--- config.mk ---
export PLATFORM = sky130hd
export DESIGN_NAME = if_id_queue_flat
export DESIGN_NICKNAME = d
export VERILOG_FILES = /design/src/rtl/if_id_queue_pkg.sv /design/src/rtl/if_id_queue_if.sv /design/src/rtl/if_id_queue_mem.sv /design/src/rtl/if_id_queue.sv /design/src/flat_wrapper.sv
export SDC_FILE = /design/constraint.sdc
export NUM_CORES = 1
export LEC_CHECK = 0
export BUFFER_PORTS_ARGS = -buffer_cell sky130_fd_sc_hd__buf_4
export CAP_MARGIN = 20
export CORE_UTILIZATION = 53
export DETAILED_ROUTE_END_ITERATION = 6
export PLACE_DENSITY = 0.78
export SYNTH_ARGS = -nofsm -noshare
export SYNTH_HDL_FRONTEND = slang
export SYNTH_SLANG_ARGS = --single-unit
--- constraint.sdc ---
create_clock -name clk -period 2.9 [get_ports clk]
set_input_delay 0.435 -clock clk [delete_from_list [all_inputs] [get_ports clk]]
set_output_delay 0.435 -clock clk [all_outputs]
set_load 0.02 [all_outputs]
--- src/rtl/if_id_queue_pkg.sv ---
// ---------------------------------------------------------------------------
// if_id_queue_pkg
// Shared definitions for the IF/ID instruction queue slice:
//   - reset/stall encodings and bus widths used by the OpenMIPS pipeline
//   - default queue depth
//   - queue operation encoding plus a helper that derives it from push/pop
// ---------------------------------------------------------------------------
package if_id_queue_pkg;

   localparam logic        RST_ENABLE     = 1'b1;
   localparam logic        STOP           = 1'b1;
   localparam logic        NO_STOP        = 1'b0;
   localparam logic [31:0] ZERO_WORD      = 32'h0000_0000;
   localparam int          INST_ADDR_W    = 32;
   localparam int          INST_BUS_W     = 32;
   localparam int          IF_QUEUE_DEPTH = 4;

   // Encoding is {pop, push} so the helper is a plain cast.
   typedef enum logic [1:0] {
      Q_IDLE = 2'b00,
      Q_PUSH = 2'b01,
      Q_POP  = 2'b10,
      Q_BOTH = 2'b11
   } q_op_t;

   function automatic q_op_t q_op(input logic push, input logic pop);
      return q_op_t'({pop, push});
   endfunction

endpackage

--- src/rtl/if_id_queue_if.sv ---
// ---------------------------------------------------------------------------
// if_id_queue_if
// Bundles the IF-side offer, the ID-side presentation and the flush/stall
// controls of the IF/ID queue.
//   master : pipeline side (drives flush, if_valid/if_pc/if_inst, id_stall)
//   slave  : queue side    (drives if_ready, id_valid/id_pc/id_inst, count)
// ---------------------------------------------------------------------------
interface if_id_queue_if #(
   parameter int ADDR_W = 32,
   parameter int INST_W = 32,
   parameter int DEPTH  = 4
);
   localparam int CNT_W = $clog2(DEPTH + 1);

   logic              flush;
   logic              if_valid;
   logic [ADDR_W-1:0] if_pc;
   logic [INST_W-1:0] if_inst;
   logic              if_ready;
   logic              id_stall;
   logic              id_valid;
   logic [ADDR_W-1:0] id_pc;
   logic [INST_W-1:0] id_inst;
   logic [CNT_W-1:0]  count;

   modport master (
      output flush, if_valid, if_pc, if_inst, id_stall,
      input  if_ready, id_valid, id_pc, id_inst, count
   );

   modport slave (
      input  flush, if_valid, if_pc, if_inst, id_stall,
      output if_ready, id_valid, id_pc, id_inst, count
   );

endinterface

--- src/rtl/if_id_queue_mem.sv ---
// ---------------------------------------------------------------------------
// if_id_queue_mem
// DEPTH x (ADDR_W+INST_W) entry store with write/read pointers. Data has no
// reset; only the pointers are cleared.
//   clk, rst      : clock, synchronous active-high reset of the pointers
//   clr           : pointer clear (flush)
//   push, wr_pc,
//   wr_inst       : write one entry at the write pointer
//   pop           : advance the read pointer (presented entry consumed)
//   nxt_pc,
//   nxt_inst      : entry one past the read pointer, i.e. the entry that
//                   becomes presented after a pop
// ---------------------------------------------------------------------------
module if_id_queue_mem #(
   parameter int ADDR_W = 32,
   parameter int INST_W = 32,
   parameter int DEPTH  = 4
) (
   input  logic              clk,
   input  logic              rst,
   input  logic              clr,
   input  logic              push,
   input  logic [ADDR_W-1:0] wr_pc,
   input  logic [INST_W-1:0] wr_inst,
   input  logic              pop,
   output logic [ADDR_W-1:0] nxt_pc,
   output logic [INST_W-1:0] nxt_inst
);
   localparam int PTR_W = $clog2(DEPTH);
   localparam int ENT_W = ADDR_W + INST_W;

   logic [ENT_W-1:0] mem [DEPTH];
   logic [PTR_W-1:0] wr_ptr_reg;
   logic [PTR_W-1:0] rd_ptr_reg;
   logic [PTR_W-1:0] rd_ptr_plus;

   // DEPTH is a power of two, so pointer overflow is the modulo wrap.
   assign rd_ptr_plus = rd_ptr_reg + PTR_W'(1);

   always_ff @(posedge clk) begin
      if (rst || clr) begin
         wr_ptr_reg <= '0;
         rd_ptr_reg <= '0;
      end else begin
         if (push) wr_ptr_reg <= wr_ptr_reg + PTR_W'(1);
         if (pop)  rd_ptr_reg <= rd_ptr_plus;
      end
   end

   always_ff @(posedge clk) begin
      if (push) mem[wr_ptr_reg] <= {wr_pc, wr_inst};
   end

   assign {nxt_pc, nxt_inst} = mem[rd_ptr_plus];

endmodule

--- src/rtl/if_id_queue.sv ---
// ---------------------------------------------------------------------------
// if_id_queue
// DEPTH-entry IF/ID instruction queue. The oldest entry is held in output
// registers and presented to ID; the entry store also keeps it so that the
// read pointer always marks the presented slot. An empty queue presents the
// zero bubble (PC 0, inst 0).
//   clk  : clock
//   rst  : synchronous active-high reset
//   bus  : if_id_queue_if.slave -- IF offer/ready, ID valid/pc/inst,
//          id_stall, flush, occupancy count
// ---------------------------------------------------------------------------
module if_id_queue
   import if_id_queue_pkg::*;
#(
   parameter int ADDR_W = INST_ADDR_W,
   parameter int INST_W = INST_BUS_W,
   parameter int DEPTH  = IF_QUEUE_DEPTH
) (
   input  logic          clk,
   input  logic          rst,
   if_id_queue_if.slave  bus
);
   localparam int CNT_W = $clog2(DEPTH + 1);
   localparam logic [CNT_W-1:0] CNT_ONE  = CNT_W'(1);
   localparam logic [CNT_W-1:0] CNT_FULL = CNT_W'(DEPTH);

   logic [CNT_W-1:0]  count_reg,    count_next;
   logic              id_valid_reg, id_valid_next;
   logic [ADDR_W-1:0] id_pc_reg,    id_pc_next;
   logic [INST_W-1:0] id_inst_reg,  id_inst_next;

   logic              if_ready;
   logic              push;
   logic              pop;
   logic              clr;
   q_op_t             op;
   logic [ADDR_W-1:0] nxt_pc;
   logic [INST_W-1:0] nxt_inst;

   // Ready depends on the registered count only: a full queue never accepts,
   // even when ID is consuming in the same cycle.
   assign if_ready = (count_reg < CNT_FULL);
   assign push     = bus.if_valid && if_ready && !bus.flush;
   assign pop      = id_valid_reg && (bus.id_stall == NO_STOP);
   assign clr      = (rst == RST_ENABLE) || bus.flush;
   assign op       = q_op(push, pop);

   if_id_queue_mem #(
      .ADDR_W (ADDR_W),
      .INST_W (INST_W),
      .DEPTH  (DEPTH)
   ) u_mem (
      .clk      (clk),
      .rst      (rst),
      .clr      (bus.flush),
      .push     (push),
      .wr_pc    (bus.if_pc),
      .wr_inst  (bus.if_inst),
      .pop      (pop),
      .nxt_pc   (nxt_pc),
      .nxt_inst (nxt_inst)
   );

   always_comb begin
      count_next    = count_reg;
      id_valid_next = id_valid_reg;
      id_pc_next    = id_pc_reg;
      id_inst_next  = id_inst_reg;
      if (clr) begin
         count_next    = '0;
         id_valid_next = 1'b0;
         id_pc_next    = '0;
         id_inst_next  = '0;
      end else begin
         unique case (op)
            Q_PUSH: begin
               count_next = count_reg + CNT_ONE;
               // Empty queue: the new entry is presented straight away.
               if (count_reg == '0) begin
                  id_valid_next = 1'b1;
                  id_pc_next    = bus.if_pc;
                  id_inst_next  = bus.if_inst;
               end
            end
            Q_POP: begin
               count_next = count_reg - CNT_ONE;
               if (count_reg == CNT_ONE) begin
                  id_valid_next = 1'b0;
                  id_pc_next    = '0;
                  id_inst_next  = '0;
               end else begin
                  id_pc_next    = nxt_pc;
                  id_inst_next  = nxt_inst;
               end
            end
            Q_BOTH: begin
               // With a single entry the slot after it is the one being
               // written this cycle, so take the offer directly.
               if (count_reg == CNT_ONE) begin
                  id_pc_next   = bus.if_pc;
                  id_inst_next = bus.if_inst;
               end else begin
                  id_pc_next   = nxt_pc;
                  id_inst_next = nxt_inst;
               end
            end
            default: ;
         endcase
      end
   end

   always_ff @(posedge clk) begin
      count_reg    <= count_next;
      id_valid_reg <= id_valid_next;
      id_pc_reg    <= id_pc_next;
      id_inst_reg  <= id_inst_next;
   end

   assign bus.if_ready = if_ready;
   assign bus.id_valid = id_valid_reg;
   assign bus.id_pc    = id_pc_reg;
   assign bus.id_inst  = id_inst_reg;
   assign bus.count    = count_reg;

endmodule

--- src/flat_wrapper.sv ---
// flat-port wrapper written by rule: the top's interface ports become plain ports
module if_id_queue_flat import if_id_queue_pkg::*;
#(
   parameter int ADDR_W = INST_ADDR_W,
   parameter int INST_W = INST_BUS_W,
   parameter int DEPTH  = IF_QUEUE_DEPTH
)
  (clk, rst, bus_flush, bus_if_valid, bus_if_pc, bus_if_inst, bus_id_stall, bus_if_ready, bus_id_valid, bus_id_pc, bus_id_inst, bus_count);
  if_id_queue_if #(.ADDR_W(ADDR_W), .INST_W(INST_W), .DEPTH(DEPTH)) bus_i ();
  input  logic clk;
  input  logic rst;
  input wire logic [$bits(bus_i.flush)-1:0] bus_flush;
  input wire logic [$bits(bus_i.if_valid)-1:0] bus_if_valid;
  input wire logic [$bits(bus_i.if_pc)-1:0] bus_if_pc;
  input wire logic [$bits(bus_i.if_inst)-1:0] bus_if_inst;
  input wire logic [$bits(bus_i.id_stall)-1:0] bus_id_stall;
  output wire logic [$bits(bus_i.if_ready)-1:0] bus_if_ready;
  output wire logic [$bits(bus_i.id_valid)-1:0] bus_id_valid;
  output wire logic [$bits(bus_i.id_pc)-1:0] bus_id_pc;
  output wire logic [$bits(bus_i.id_inst)-1:0] bus_id_inst;
  output wire logic [$bits(bus_i.count)-1:0] bus_count;
  assign bus_i.flush = bus_flush;
  assign bus_i.if_valid = bus_if_valid;
  assign bus_i.if_pc = bus_if_pc;
  assign bus_i.if_inst = bus_if_inst;
  assign bus_i.id_stall = bus_id_stall;
  assign bus_if_ready = bus_i.if_ready;
  assign bus_id_valid = bus_i.id_valid;
  assign bus_id_pc = bus_i.id_pc;
  assign bus_id_inst = bus_i.id_inst;
  assign bus_count = bus_i.count;
  if_id_queue #(.ADDR_W(ADDR_W), .INST_W(INST_W), .DEPTH(DEPTH)) u_core (.clk(clk), .rst(rst), .bus(bus_i));
endmodule
==> metrics.txt <==
status finished, final reports clean; cell taking the most area after synthesis edfxtp_1; Die Height 163.8 um; Port-buffer cells 137; Post-Route Skew 15.02 ps; met1 WL 12,420 um; CORE AREA 25,400 um2; CP endpoint u_core.bus.id_inst[29]; Post-synth EDFFs 256; top cell type's share of synthesized area 55.43%; dominant synthesized flop cell edfxtp_1; vias post-DR 7,774; Die Wd 163.8 um; pin count of the biggest net entering global routing 96; CP peak stage delay 410 ps; startpoint types flip-flop; CTS tree built; antenna violations before repair 0; synthesized area per cell 16.81 um2; CP Max Fanout 95; P&R area growth vs syn 16.36%; Yosys warning count 0; Syn Inst Count 825; Detailed Place HPWL 16,780 um; fin. max-slew vios 0; fmax 409.4 MHz; Reg2Reg Setup Slack 460 ps; Filler cells 1,812; drt via density 5.903; RePlAce Congestion 0.7274; Met3 Routed Length 1712 um; gr usage total 22.05%; # IOs 138; Leakage 5.330 nW; cts hold-fix bufs 0; CP endpoint kind flip-flop; clk slew on worst S/H paths 60 ps; async set or reset register ratio after synthesis 0%; Reg2Reg Capture Point u_core.bus.id_inst[29]; Hold Crit Depth 1; critical path depth in cells 7; Worst-Skew Late Latency 550 ps; CTS max path bufs 3; cells on worst reg2reg path 7; ranking of synthesized cells by area edfxtp_1 55%, dfxtp_1 10%, mux4_2 10%; post-route setup slack 457.1 ps; worst setup path start u_core.bus.count[2]; Top delay family on crit path simple AND/OR/NAND/NOR gates; crit-path cells nor3b_2 > ha_1 > nand3b_1 > o21ai_4 > buf_12 > mux2i_1 > a211oi_1; Final ANT Viol Nets 0; clock sink count 328; # rows 58; crit path DAT 2870 ps; Seq/Total Area, Yosys 65.82%; Cell Area, Synth 13,870 um2; pre-CTS setup slack 485.2 ps; vias in the first global route 8,193; grt ovf 0; fin nets 1,044; first-pass GRT wire length 45,180 um; CTS Root Buffer Type clkbuf_16; Final Hold Viols 0; Die Area 26,820 um2; Mapped Nets 906; Setup-failing EPs final 0; # DRC 0; CP max-delay cell buf_12; fin crit period 2443 ps; worst min path class in -> reg; Antenna diodes 0; RSZ-0062 raised after global routing no; CTS resizes 0; Crit Path Category reg -> reg; IR drop worst, VDD 0.4130 mV; CTS buffer count 31; First-pass DRT Iterations 5; synth unique cells 37; ratio of cells with drive above 1 in the final layout 32.22%; final setup TNS 0 ps; ratio of final minimum period to clock period 84.24%; max FFs per register 256; FF+latch count, synth 328; Total Wirelength 28,800 um; H-Tree Depth 1; Data required, critical path 3330 ps; r2r startpoint u_core.bus.count[2]; Max-slew headroom 37.83%; metal2 WL 14,080 um; top sig layer met4; Pwr per Cell Area 599.1 nW/um2; post-CTS setup buffer count 0; worst-margin pin slew 932.6 ps; WL/cell 21.86 um; starting density of the core 54.61%; crit path buf inv count 1; drt first-iter violations 534; max cap viols 0
## cells in the final DEF, fill, tap and decap left out, types with 4 or more instances in the layout
cell	n
dfxtp_1	70
a211oi_2	34
clkbuf_1	9
a21oi_1	4
edfxtp_1	256
a211oi_1	31
clkinv_2	4
a2bb2oi_1	64
buf_12	13
buf_4	147
ha_1	12
and2_4	4
clkbuf_8	7
mux2i_1	66
clkbuf_16	31
nand2_1	65
inv_1	70
nor2_1	7
mux4_2	64
## how the worst min path moves through the flow
stage                                    from                       to
after CTS                     bus_if_inst[14]  u_core.u_mem.mem[1][14]
after detailed placement  u_core.bus.id_valid      u_core.bus.id_valid
after global placement    u_core.bus.id_valid      u_core.bus.id_valid
final                         bus_if_inst[15]  u_core.u_mem.mem[2][15]
after global routing          bus_if_inst[12]  u_core.u_mem.mem[2][12]
after floorplan                bus_if_inst[0]   u_core.u_mem.mem[0][0]
## synthesized netlist by cell type, types with 2 or more instances
library cell  number
buf_6             21
edfxtp_1         256
nor2b_1            2
nor2_1             7
xnor2_1            2
nand2_1           65
xor2_1             2
a2bb2oi_1         64
buf_8              4
a21oi_1            4
dfxtp_1           72
a211oi_1          31
mux4_2            64
inv_1             70
buf_2             13
and2_1             4
buf_12             6
mux2i_1           66
ha_1              12
clkbuf_1          10
a211oi_2          34
## cell type report
class | instances | area [um2] | share of cell area, %
clock buffer | 47 | 905.9 | 5.613
clock inverter | 10 | 81.33 | 0.5039
inverter | 71 | 266.5 | 1.651
multi-input combinational | 371 | 3973 | 24.61
sequential | 328 | 9136 | 56.61
tap | 330 | 412.9 | 2.558
timing repair buffer | 160 | 1364 | 8.450
## cell families (layout without fill, tap and decap cells)
logic type | Yosys count | in the layout | synth area share [%]
adder cells (fa/ha/maj) | 12 | 12 | 1.083
AO/OA/AOI/OAI | 138 | 138 | 9.265
flip-flops | 328 | 328 | 65.82
XOR/XNOR | 4 | 4 | 0.2526
AND/OR/NAND/NOR | 87 | 87 | 2.733
multiplexers | 130 | 130 | 15.16
buffers and inverters | 126 | 288 | 5.692
## through the flow
stage / util [%] / area (um2) / instances / power [mW] / hold WS [ps]
global placement: 59.66 / 15150 / 1260 / 5.859 / 522.1
finish: 63.54 / 16140 / 1317 / 9.669 / 95.23
floorplan: - / 13870 / 825 / 5.670 / 533.9
global route: 63.54 / 16140 / 1317 / 9.965 / 77.25
CTS: 63.54 / 16140 / 1317 / 9.743 / 73.23
detailed placement: 59.66 / 15150 / 1260 / 5.886 / 533.6
## routing by layer
layer / track usage, % / vias to the layer above
li1: - / 3471
met1: 30.25 / 3973
met2: 36.86 / 278
met3: 3.182 / 52
met4: 6.271 / 0
met5: 0 / -
## where the power goes
| part | internal [mW] | total (mW) | switching, mW |
|---|---|---|---|
| clock network | 2.23 | 3.88 | 1.65 |
| registers | 5.14 | 5.18 | 0.0351 |
| logic | 0.266 | 0.610 | 0.345 |
| total | 7.64 | 9.67 | 2.03 |
## worst reg2reg max path, stage by stage, from the launching register on
cell,delay [ps]
dfxtp_1,390
nor3b_2,310
ha_1,310
nand3b_1,150
o21ai_4,100
buf_12,410
mux2i_1,350
a211oi_1,310
Power figures use the tool's default switching activity.
